## config.mk

```make
export PLATFORM = sky130hd
export DESIGN_NAME = alu_issue_seq
export DESIGN_NICKNAME = d
export VERILOG_FILES = /design/src/rtl/alu_issue_seq.sv
export SDC_FILE = /design/constraint.sdc
export NUM_CORES = 1
export LEC_CHECK = 0
export CAP_MARGIN = 20
export CORE_MARGIN = 2
export CORE_UTILIZATION = 35
export DETAILED_ROUTE_END_ITERATION = 10
export GPL_TIMING_DRIVEN = 0
export PLACE_DENSITY_LB_ADDON = 0.25
export SETUP_SLACK_MARGIN = 0.05
export SLEW_MARGIN = 15
export SYNTH_ARGS = -nofsm -noshare
export SYNTH_HDL_FRONTEND = slang
export SYNTH_SLANG_ARGS = --single-unit
```

## constraint.sdc

```tcl
create_clock -name clk_i -period 2 [get_ports clk_i]
set_input_delay 0.2 -clock clk_i [delete_from_list [all_inputs] [get_ports clk_i]]
set_output_delay 0.2 -clock clk_i [all_outputs]
set_load 0.01 [all_outputs]
```

## src/rtl/alu_issue_seq.sv

```systemverilog
// Issue sequencer for the combinational ripple ALU: registers one op, captures the ALU outputs, returns them on a valid/ready port.
// Optional shift-add 32x32 multiply over the ALU's ADD, compiled in with ALU_ISSUE_SEQ_MUL_EN.
module alu_issue_seq #(
  parameter int WIDTH = 32
) (
  input  logic             clk_i,
  input  logic             rst_i,
  input  logic             req_valid,
  output logic             req_ready,
  input  logic [3:0]       req_op,
  input  logic [WIDTH-1:0] req_a,
  input  logic [WIDTH-1:0] req_b,
  output logic [WIDTH-1:0] alu_src1,
  output logic [WIDTH-1:0] alu_src2,
  output logic [3:0]       alu_ctrl,
  input  logic [WIDTH-1:0] alu_result,
  input  logic             alu_zero,
  input  logic             alu_cout,
  input  logic             alu_overflow,
  output logic             rsp_valid,
  input  logic             rsp_ready,
  output logic [WIDTH-1:0] rsp_result,
  output logic             rsp_zero,
  output logic             rsp_cout,
  output logic             rsp_ovf,
  output logic             rsp_err
);

  localparam logic [3:0] OP_AND = 4'b0000;
  localparam logic [3:0] OP_OR  = 4'b0001;
  localparam logic [3:0] OP_ADD = 4'b0010;
  localparam logic [3:0] OP_SUB = 4'b0110;
  localparam logic [3:0] OP_SLT = 4'b0111;
  localparam logic [3:0] OP_NOR = 4'b1100;

`ifdef ALU_ISSUE_SEQ_MUL_EN
  localparam logic [3:0] OP_MUL = 4'b1000;
  typedef enum logic [1:0] {S_IDLE, S_EXEC, S_MUL, S_RESP} state_t;
`else
  typedef enum logic [1:0] {S_IDLE, S_EXEC, S_RESP} state_t;
`endif

  state_t           state_q, state_d;
  logic [WIDTH-1:0] src1_q, src1_d, src2_q, src2_d;
  logic [3:0]       ctrl_q, ctrl_d;
  logic [WIDTH-1:0] res_q, res_d;
  logic             zero_q, zero_d, cout_q, cout_d, ovf_q, ovf_d, err_q, err_d;
  logic             simple_op;

`ifdef ALU_ISSUE_SEQ_MUL_EN
  logic [WIDTH-1:0] acc_q, acc_d, mcand_q, mcand_d, mplier_q, mplier_d, acc_nxt;
  logic [4:0]       cnt_q, cnt_d;
`endif

  always_comb begin
    case (req_op)
      OP_AND, OP_OR, OP_ADD, OP_SUB, OP_SLT, OP_NOR: simple_op = 1'b1;
      default:                                       simple_op = 1'b0;
    endcase
  end

  always_ff @(posedge clk_i) begin
    if (rst_i) begin
      state_q  <= S_IDLE;
      src1_q   <= '0;
      src2_q   <= '0;
      ctrl_q   <= 4'b0000;
      res_q    <= '0;
      zero_q   <= 1'b0;
      cout_q   <= 1'b0;
      ovf_q    <= 1'b0;
      err_q    <= 1'b0;
`ifdef ALU_ISSUE_SEQ_MUL_EN
      acc_q    <= '0;
      mcand_q  <= '0;
      mplier_q <= '0;
      cnt_q    <= '0;
`endif
    end else begin
      state_q  <= state_d;
      src1_q   <= src1_d;
      src2_q   <= src2_d;
      ctrl_q   <= ctrl_d;
      res_q    <= res_d;
      zero_q   <= zero_d;
      cout_q   <= cout_d;
      ovf_q    <= ovf_d;
      err_q    <= err_d;
`ifdef ALU_ISSUE_SEQ_MUL_EN
      acc_q    <= acc_d;
      mcand_q  <= mcand_d;
      mplier_q <= mplier_d;
      cnt_q    <= cnt_d;
`endif
    end
  end

  always_comb begin
    state_d  = state_q;
    src1_d   = src1_q;
    src2_d   = src2_q;
    ctrl_d   = ctrl_q;
    res_d    = res_q;
    zero_d   = zero_q;
    cout_d   = cout_q;
    ovf_d    = ovf_q;
    err_d    = err_q;
`ifdef ALU_ISSUE_SEQ_MUL_EN
    acc_d    = acc_q;
    mcand_d  = mcand_q;
    mplier_d = mplier_q;
    cnt_d    = cnt_q;
    acc_nxt  = mplier_q[0] ? alu_result : acc_q;
`endif

    case (state_q)
      S_IDLE: begin
        if (req_valid) begin
          ctrl_d = req_op;
          src1_d = req_a;
          src2_d = req_b;
          if (simple_op) begin
            state_d = S_EXEC;
`ifdef ALU_ISSUE_SEQ_MUL_EN
          end else if (req_op == OP_MUL) begin
            // The ALU must already see acc=0 + mcand under ADD in the first iteration.
            ctrl_d   = OP_ADD;
            src1_d   = '0;
            src2_d   = req_a;
            acc_d    = '0;
            mcand_d  = req_a;
            mplier_d = req_b;
            cnt_d    = '0;
            state_d  = S_MUL;
`endif
          end else begin
            res_d   = '0;
            zero_d  = 1'b0;
            cout_d  = 1'b0;
            ovf_d   = 1'b0;
            err_d   = 1'b1;
            state_d = S_RESP;
          end
        end
      end
      S_EXEC: begin
        res_d   = alu_result;
        zero_d  = alu_zero;
        cout_d  = alu_cout;
        ovf_d   = alu_overflow;
        err_d   = 1'b0;
        state_d = S_RESP;
      end
`ifdef ALU_ISSUE_SEQ_MUL_EN
      S_MUL: begin
        acc_d    = acc_nxt;
        mcand_d  = mcand_q << 1;
        mplier_d = mplier_q >> 1;
        cnt_d    = cnt_q + 5'd1;
        src1_d   = acc_nxt;
        src2_d   = mcand_q << 1;
        if (cnt_q == 5'd31) begin
          res_d   = acc_nxt;
          zero_d  = (acc_nxt == '0);
          cout_d  = 1'b0;
          ovf_d   = 1'b0;
          err_d   = 1'b0;
          state_d = S_RESP;
        end
      end
`endif
      S_RESP: begin
        if (rsp_ready) state_d = S_IDLE;
      end
      default: state_d = S_IDLE;
    endcase
  end

  assign req_ready  = (state_q == S_IDLE);
  assign rsp_valid  = (state_q == S_RESP);
  assign alu_src1   = src1_q;
  assign alu_src2   = src2_q;
  assign alu_ctrl   = ctrl_q;
  assign rsp_result = res_q;
  assign rsp_zero   = zero_q;
  assign rsp_cout   = cout_q;
  assign rsp_ovf    = ovf_q;
  assign rsp_err    = err_q;

endmodule

```

==> impl_metrics.yaml, run 1 <==
run_status:
  status: "completed"
timing:
  setup_viol: 0
  slew_headroom: 0.632
  drv_slew: 0
  rsz0062_at_grt: "false"
  clock-skew-final_ns: 0.0192
  tightest_slew_ns: 0.552
  fin_crit_sh: 0.885
  hold_viol_final: 0
  finalWorstSetupSlack_ns: 0.230
  fin_crit_ns: 1.77
  setup_tns_ns: 0
  fmaxAchievable_mhz: 565
power_and_ir_drop:
  p_leak_nw: 2.29
  ir_drop_mv: 0.420
  p_total_mw: 4.60
  power_density_nw_per_um2: 754
yosys:
  postSynthAreaPerCell_um2: 9.13
  ys.warnings.count: 0
  netlist_instances: 394
  ys_seq_area_frac: 0.590
  ys_ff_latch: 106
  syn_area_um2: 3600
  synth.distinct_cells: 21
  syn_nets: 501
global_routing:
  grt_pass1_vias: 3476
  grt_max_degree: 19
  grt_overflow: 0
  grtUsageTotal: 0.187
  grt_pass1_wl_um: 16700
  antenna_found_initial: 0
place:
  place_inst: 741
  place_ws_ns: 0.0729
  port-buffer-count: 211
  place_area_um2: 5880
  gp_congestion: 0.764
  post-dp-hpwl_um: 8130
floorplan:
  die_h_um: 105
  die_w_um: 105
  ios: 213
  rows: 37
  initial_utilization: 0.355
  dieArea_um2: 11100
  core_area_um2: 10100
critical_path:
  worst-setup-path-type: "register to output pin"
  start_kind: "register"
  r2r_cells: 4
  r2r_start: "state_q[1]"
  r2r_slack_ns: 0.47
  cp-endpoint: "rsp_valid"
  timing.rr.end: "rsp_result[26]"
  cp_max_fo: 4
  end_kind: "output pin"
  cp.arrival_ns: 1.57
  critPathLaunch: "state_q[1]"
  cp_data_required_time_ns: 1.80
finish:
  layout_common_cells: "clkdlybuf4s50_1 (211), nand2_1 (137), dfxtp_1 (106)"
  final_common_cell: "clkdlybuf4s50_1"
  drive_above_1_share: 0.0644
  antenna_cells: 0
  layout.nets: 723
  synthToLayoutAreaGrowth_pct: 69.7
  final_cell_count_no_fill: 757
  fin_area_um2: 6100
cts:
  clk_pin_slew_ns: 0.11
  htree_num_levels: 3
  numClockSinks: 106
  cts_resized: 0
  tritoncts: "built"
  cts-buffers-inserted: 9
  postCtsSetupBuffers: 0
  cts_hold_buffers: 0
  cts_max_path_buffers: 2
  cts_root_buf: "clkbuf_8"
  clkLatencyLatePin_ns: 0.36
drt:
  drc: 0
  num_vias: 3487
  initialDrtViolationCount: 88
  wl_um: 10700
  ant_nets: 0
  post_drt_wl_per_cell_um: 14.1
  vias_per_cell: 4.61
  drt_first_pass_iters: 6
flow_run:
  max_cap_violations: 0
min_path:
  worstHoldPathType: "input port to register"
## synthesized netlist by cell type, drive strengths merged
cell / count / area share
a22o: 35 / 0.087
and3b: 1 / 0.0028
a21oi: 70 / 0.10
nor2b: 3 / 0.0073
dfxtp: 106 / 0.59
and4bb: 1 / 0.0035
nor3: 2 / 0.0059
buf: 14 / 0.027
a31oi: 1 / 0.0017
nor2: 3 / 0.0038
nand2: 137 / 0.14
a211oi: 1 / 0.0035
nand2b: 4 / 0.0070
clkbuf: 16 / 0.017
## routing by layer
layer	track usage	share of wire
met5	0	0
met4	0.0743	0.023
met3	0.0550	0.071
met2	0.312	0.48
met1	0.226	0.43
## flip-flops by register name, indices dropped and copies added (netlist names)
name	count
rsp_ovf	1
alu_ctrl	4
rsp_zero	1
state_q	2
rsp_result	32
alu_src2	32
rsp_err	1
alu_src1	32
rsp_cout	1
## metrics by stage
step / utilization / hold WS (ns)
final: 0.602 / 0.381
after CTS: 0.602 / 0.364
after detailed placement: 0.580 / 0.446
after global placement: 0.580 / 0.441
after global routing: 0.602 / 0.381
after floorplan: - / 0.333
## power breakdown
group / total, mW / switching (mW) / internal (mW)
Sequential: 2.28 / 0.0584 / 2.23
Combinational: 0.848 / 0.360 / 0.488
Clock: 1.47 / 0.748 / 0.725
Total: 4.60 / 1.17 / 3.44
## logic make-up (layout without fill, tap and decap cells)
family | after synthesis | in the layout | synth area share
AND/OR/NAND/NOR | 151 | 151 | 0.173
AO/OA/AOI/OAI | 107 | 107 | 0.193
flip-flops | 106 | 106 | 0.590
buffers and inverters | 30 | 257 | 0.0442
## area by class of cell
class                      instances  area (um2)
fill                             871        4030
buffer                            30         159
timing repair buffer             211        2110
clock inverter                     6        97.6
clock buffer                      10         128
tap                              136         170
multi-input combinational        258        1320
sequential                       106        2120
## worst min-delay path by stage
stage / end / cells past startpoint / from / slack (ns)
3_5_place_dp: alu_src2[27] / 2 / alu_src2[27] / 0.45
5_1_grt: alu_src2[17] / 3 / req_b[17] / 0.38
3_3_place_gp: alu_ctrl[0] / 2 / alu_ctrl[0] / 0.44
2_1_floorplan: rsp_result[10] / 1 / alu_result[10] / 0.33
4_1_cts: alu_src2[22] / 3 / req_b[22] / 0.36
6_report: alu_src2[22] / 3 / req_b[22] / 0.38
## worst max-delay path: stages (launching register included)
cell and delay [ns]:
dfxtp_1 0.41, nor2b_1 0.22, clkdlybuf4s50_1 0.60
Note: power is estimated with default switching activity, not from simulation.
==> inputs of run 2 (changes only) <==
--- a/config.mk
+++ b/config.mk
@@ -5,7 +5,8 @@
 export SDC_FILE = /design/constraint.sdc
 export NUM_CORES = 1
 export LEC_CHECK = 0
-export CAP_MARGIN = 20
+export ABC_AREA = 1
+export CAP_MARGIN = 10
 export CORE_MARGIN = 2
 export CORE_UTILIZATION = 35
 export DETAILED_ROUTE_END_ITERATION = 10
==> run 2 against run 1 <==
  * Sequential share of layout area fell by 3.9 points
  * Synthesized cell count increased by 54%
  * Hold slack improved by 0.074 ns
  * Clock skew fell by 0.015 ns
  * Count of clock-buffer cells in the layout is 3 higher
  * Setup slack worse by 0.062 ns
  * Critical path depth is 1 higher
  * Flip-flop and latch count did not move
  * Utilization shrank 2.7 points
  * Critical path type unchanged
  * Critical endpoint unchanged
  * Largest cell class unchanged
  * Largest power group unchanged
  * Highest routed layer unchanged
==> impl_metrics.yaml, run 2 <==
yosys:
  synthArstFlopShare: 0
  synth_edf_count: 0
  ys_ff_latch: 106
  syn_area_um2: 4270
  synth.distinct_cells: 21
  ys_seq_area_frac: 0.497
  yosysTopAreaCellShare: 0.497
  netlist_instances: 606
  synth_area_leaders: "dfxtp_1 (50%), nor2_1 (20%), o21ai_0 (7.1%), inv_1 (5.4%), nand2_1 (4.7%)"
  postSynthAreaPerCell_um2: 7.05
  syn_nets: 713
  ys.warnings.count: 0
  yosysTopAreaCell: "dfxtp_1"
  yosysMostFrequentCell: "nor2_1"
  yosys_most_used_dff: "dfxtp_1"
  synthTopCellsByCount: "nor2_1 (229), dfxtp_1 (106), inv_1 (62), o21ai_0 (61), nand2_1 (53)"
finish:
  multiInputGateArea_um2: 1690
  drive_above_1_share: 0.0576
  antenna_cells: 0
  synthToLayoutAreaGrowth_pct: 61.1
  final_common_cell: "nor2_1"
  layout.nets: 936
  n_fill_cell: 1162
  register_area_um2: 2120
  final_cell_count_no_fill: 980
  fin_area_um2: 6880
  layout_common_cells: "nor2_1 (229), clkdlybuf4s50_1 (212), dfxtp_1 (106)"
cts:
  cts-buffers-inserted: 9
  postCtsSetupBuffers: 0
  cts_root_buf: "clkbuf_16"
  clkLatencyLatePin_ns: 0.34
  cts_hold_buffers: 0
  htree_num_levels: 3
  tritoncts: "built"
  cts_resized: 0
  clk_pin_slew_ns: 0.06
  numClockSinks: 106
  cts_max_path_buffers: 2
drt:
  post_drt_wl_per_cell_um: 13.2
  drc: 0
  initialDrtViolationCount: 258
  num_vias: 4394
  ant_nets: 0
  vias_per_cell: 4.48
  drt_first_pass_iters: 4
  wl_um: 12900
timing:
  finalWorstSetupSlack_ns: 0.168
  drv_slew: 0
  fin_crit_sh: 0.916
  clock-skew-final_ns: 0.00379
  tightest_slew_ns: 0.491
  holdWs_ns: 0.455
  rsz0062_at_grt: "false"
  fin_crit_ns: 1.83
  hold_viol_final: 0
  slew_headroom: 0.673
  fmaxAchievable_mhz: 546
  setup_viol: 0
  setup_tns_ns: 0
power_and_ir_drop:
  power_density_nw_per_um2: 824
  p_leak_nw: 3.04
  ir_drop_mv: 0.450
critical_path:
  start_kind: "register"
  cp.arrival_ns: 1.63
  cpPeakStageDelay_ns: 0.58
  cpMaxStageDelayCell: "clkdlybuf4s50_1"
  cp_max_fo: 5
  worstPathCellList: "inv_1 -> nor2_1 -> clkdlybuf4s50_1"
  worst-setup-path-type: "register to output pin"
  r2r_start: "state_q[0]"
  r2r_slack_ns: 0.59
  end_kind: "output pin"
  cp_data_required_time_ns: 1.80
  r2r_cells: 6
  timing.rr.end: "rsp_result[27]"
global_routing:
  grtUsageTotal: 0.201
  grt_max_degree: 16
  antenna_found_initial: 0
  grt_pass1_vias: 4465
  grt_overflow: 0
  grt_pass1_wl_um: 21000
floorplan:
  ios: 213
  dieArea_um2: 13100
  rows: 40
  die_w_um: 114
  core_area_um2: 12000
  die_h_um: 114
  initial_utilization: 0.357
min_path:
  worstHoldPathType: "input port to register"
  whs_path_depth: 3
  worstHoldEndpoint: "alu_ctrl[3]"
  hold_path.startpoint: "req_op[3]"
place:
  place_area_um2: 6580
  place_ws_ns: -0.00272
  post-dp-hpwl_um: 10100
  gp_congestion: 0.793
  port-buffer-count: 212
  place_inst: 965
run_status:
  status: "completed"
flow_run:
  max_cap_violations: 0
[run 2: cell types whose count changed after synthesis, moves of 3 or more]
cell / previous run / this run
clkbuf_1: 16 / 12
nand3_1: 0 / 36
inv_2: 0 / 3
inv_1: 0 / 62
a21oi_1: 69 / 5
a22o_1: 30 / 0
buf_2: 7 / 12
a22o_2: 5 / 0
nand2b_1: 4 / 0
nand2_1: 137 / 53
o21ai_0: 0 / 61
buf_6: 3 / 7
o21ai_1: 0 / 7
nor2_1: 2 / 229
[run 2: per-stage QoR]
| stage | power, mW | util |
|---|---|---|
| finish | 5.67 | 0.576 |
| global placement | 3.87 | 0.550 |
| detailed placement | 3.92 | 0.550 |
| floorplan | 3.12 | - |
| global route | 5.98 | 0.576 |
| CTS | 5.73 | 0.576 |
[run 2: kinds of logic (layout without fill, tap and decap cells)]
group           count (synthesis)  after routing  share of synthesized area
simple gates                  325            325                      0.306
compound gates                 74             74                     0.0893
flops                         106            106                      0.497
buf+inv                       101            328                      0.108
[run 2: critical path, delay by kind of cell (launching register included)]
kind                   cells  cell delay (ns)
buffers and inverters      2             0.65
flip-flops                 1             0.52
AND/OR/NAND/NOR            1             0.13
[run 2: worst max path at each step]
stage / from / to / cells after the start
floorplan: state_q[1] / alu_src2[14] / 6
global placement: rst_i / rsp_result[17] / 6
detailed placement: rst_i / alu_src1[0] / 6
CTS: state_q[1] / rsp_valid / 3
global route: state_q[1] / rsp_valid / 3
finish: state_q[1] / rsp_valid / 3
[run 2: power by group]
group	internal, mW	switching (mW)
combinational	0.765	0.658
sequential	2.33	0.115
clock	1.06	0.742
[run 2: per-layer routing]
layer  vias up  global-route usage  routed length [um]
met5         -                   0                   0
li1       2287                   -                   -
met2       150               0.346                6120
met4         0               0.105                 440
met3        29              0.0715                1110
met1      1928               0.218                5230
[run 2: final cells by class]
cell class / instances / share of cell area
Clock buffer: 13 / 0.0393
Timing Repair Buffer: 212 / 0.308
Inverter: 66 / 0.0364
Tap cell: 147 / 0.0267
Buffer: 35 / 0.0307
Sequential cell: 106 / 0.308
Clock inverter: 2 / 0.00509
Multi-Input combinational cell: 399 / 0.245
==> inputs of run 3 (changes only) <==
==> constraint.sdc (replaced) <==
create_clock -name clk_i -period 2 [get_ports clk_i]
set_input_delay 0.2 -clock clk_i [delete_from_list [all_inputs] [get_ports clk_i]]
set_output_delay 0.2 -clock clk_i [all_outputs]
set_load 0.02 [all_outputs]
==> run 3 against run 2 <==
  * Power rose by 2.9%
  * Via count did not move
  * Clock skew did not move
  * First-iteration DRC count did not move
  * Die area did not move
  * Critical path type unchanged
  * Largest cell class unchanged
  * Highest routed layer unchanged
==> impl_metrics.yaml, run 3 (synthesized netlist as in run 2, its figures left out) <==
finish:
  synthToLayoutAreaGrowth_pct: 61.1
  layout_common_cells: "nor2_1 (229), clkdlybuf4s50_1 (212), dfxtp_1 (105)"
  layout.nets: 936
  antenna_cells: 0
  final_common_cell: "nor2_1"
  drive_above_1_share: 0.0588
  utilization: 0.576
timing:
  setup_tns_ns: 0
  tightest_slew_ns: 0.491
  setup_viol: 0
  fin_crit_sh: 0.895
  slew_headroom: 0.673
  drv_slew: 0
  clock-skew-final_ns: 0.00379
  fmaxAchievable_mhz: 559
  hold_viol_final: 0
  fin_crit_ns: 1.79
  rsz0062_at_grt: "false"
drt:
  initialDrtViolationCount: 258
  vias_per_cell: 4.48
  num_vias: 4394
  drc: 0
  post_drt_wl_per_cell_um: 13.2
  drt_first_pass_iters: 4
  wl_um: 12900
  ant_nets: 0
power_and_ir_drop:
  power_frac_clock: 0.310
  p_leak_nw: 3.04
  p_sw_mw: 1.67
  comb_power_share: 0.272
  power_density_nw_per_um2: 847
  p_int_mw: 4.16
  seqPwrFrac: 0.419
  ir_drop_mv: 0.460
  switching_share: 0.287
critical_path:
  cp_max_fo: 5
  end_kind: "output pin"
  worst-setup-path-type: "register to output pin"
  cp.arrival_ns: 1.59
  r2r_slack_ns: 0.59
  cp_data_required_time_ns: 1.80
  start_kind: "register"
global_routing:
  antenna_found_initial: 0
  grt_max_degree: 16
  grt_overflow: 0
  grtUsageTotal: 0.201
  grt_pass1_vias: 4465
  grt_pass1_wl_um: 21000
floorplan:
  initial_utilization: 0.357
  die_h_um: 114
  core_area_um2: 12000
  ios: 213
  rows: 40
  dieArea_um2: 13100
  die_w_um: 114
flow_run:
  max_cap_violations: 0
cts:
  htree_num_levels: 3
  numClockSinks: 106
  clk_pin_slew_ns: 0.06
  postCtsSetupBuffers: 0
  clkLatencyLatePin_ns: 0.34
  cts_root_buf: "clkbuf_16"
  cts-buffers-inserted: 9
  tritoncts: "built"
  cts_max_path_buffers: 2
place:
  post-dp-hpwl_um: 10100
  gp_congestion: 0.793
  port-buffer-count: 212
min_path:
  worstHoldPathType: "input port to register"
run_status:
  status: "completed"
==> run 3: cell counts in the layout (fill, tap and decap cells not counted) <==
Identical to the previous run, type by type.
==> run 3: final timing paths <==
| kind | endpoint | depth (start not counted) | from |
|---|---|---|---|
| min reg2reg | alu_src1[0] | 2 | alu_src1[0] |
| min | alu_ctrl[3] | 3 | req_op[3] |
| max | rsp_valid | 3 | state_q[1] |
| max reg2reg | rsp_result[27] | 6 | state_q[0] |
==> run 3: area by class of cell <==
type | count | area (um2)
Buffer | 35 | 211
Clock buffer | 13 | 270
Clock inverter | 2 | 35.0
Fill cell | 1161 | 5080
Inverter | 66 | 250
Multi-Input combinational cell | 399 | 1690
Sequential cell | 106 | 2120
Tap cell | 147 | 184
Timing Repair Buffer | 212 | 2120
==> run 3: metal layers <==
layer  global-route usage  vias to the layer above  wire, um
li1                     -                     2287         -
met1                0.218                     1928      5230
met2                0.346                      150      6120
met3               0.0715                       29      1110
met4                0.105                        0       440
met5                    0                        -         0
==> run 3: worst max-delay path, stage by stage (launching register included) <==
cell and delay [ns]:
dfxtp_2 0.43, inv_1 0.06, nor2_1 0.12, clkdlybuf4s50_1 0.65
==> run 3: repair_timing <==
| item | CTS | global route |
|---|---|---|
| resized for setup | 0 | 1 |
| endpoints found under the setup margin | 0 | 1 |
| hold buffers | 0 | 0 |
==> run 3: stage by stage <==
stage / hold slack [ns] / std cells / total power [mW] / area [um2] / setup WS (ns)
2_1_floorplan: 0.269 / 606 / 3.28 / 4270 / 0.696
3_3_place_gp: 0.463 / 965 / 4.03 / 6580 / 0.00831
3_5_place_dp: 0.473 / 965 / 4.08 / 6580 / -0.00272
4_1_cts: 0.437 / 980 / 5.89 / 6880 / 0.0793
5_1_grt: 0.473 / 980 / 6.14 / 6890 / 0.159
6_report: 0.455 / 980 / 5.83 / 6890 / 0.210
==> run 3: power groups by stage <==
stage               Sequential (mW)  Combinational, mW  Clock [mW]
floorplan                      2.73              0.551           0
detailed placement             2.49               1.59           0
CTS                            2.44               1.60        1.85
finish                         2.44               1.58        1.81
global placement               2.48               1.56           0
global route                   2.46               1.73        1.94
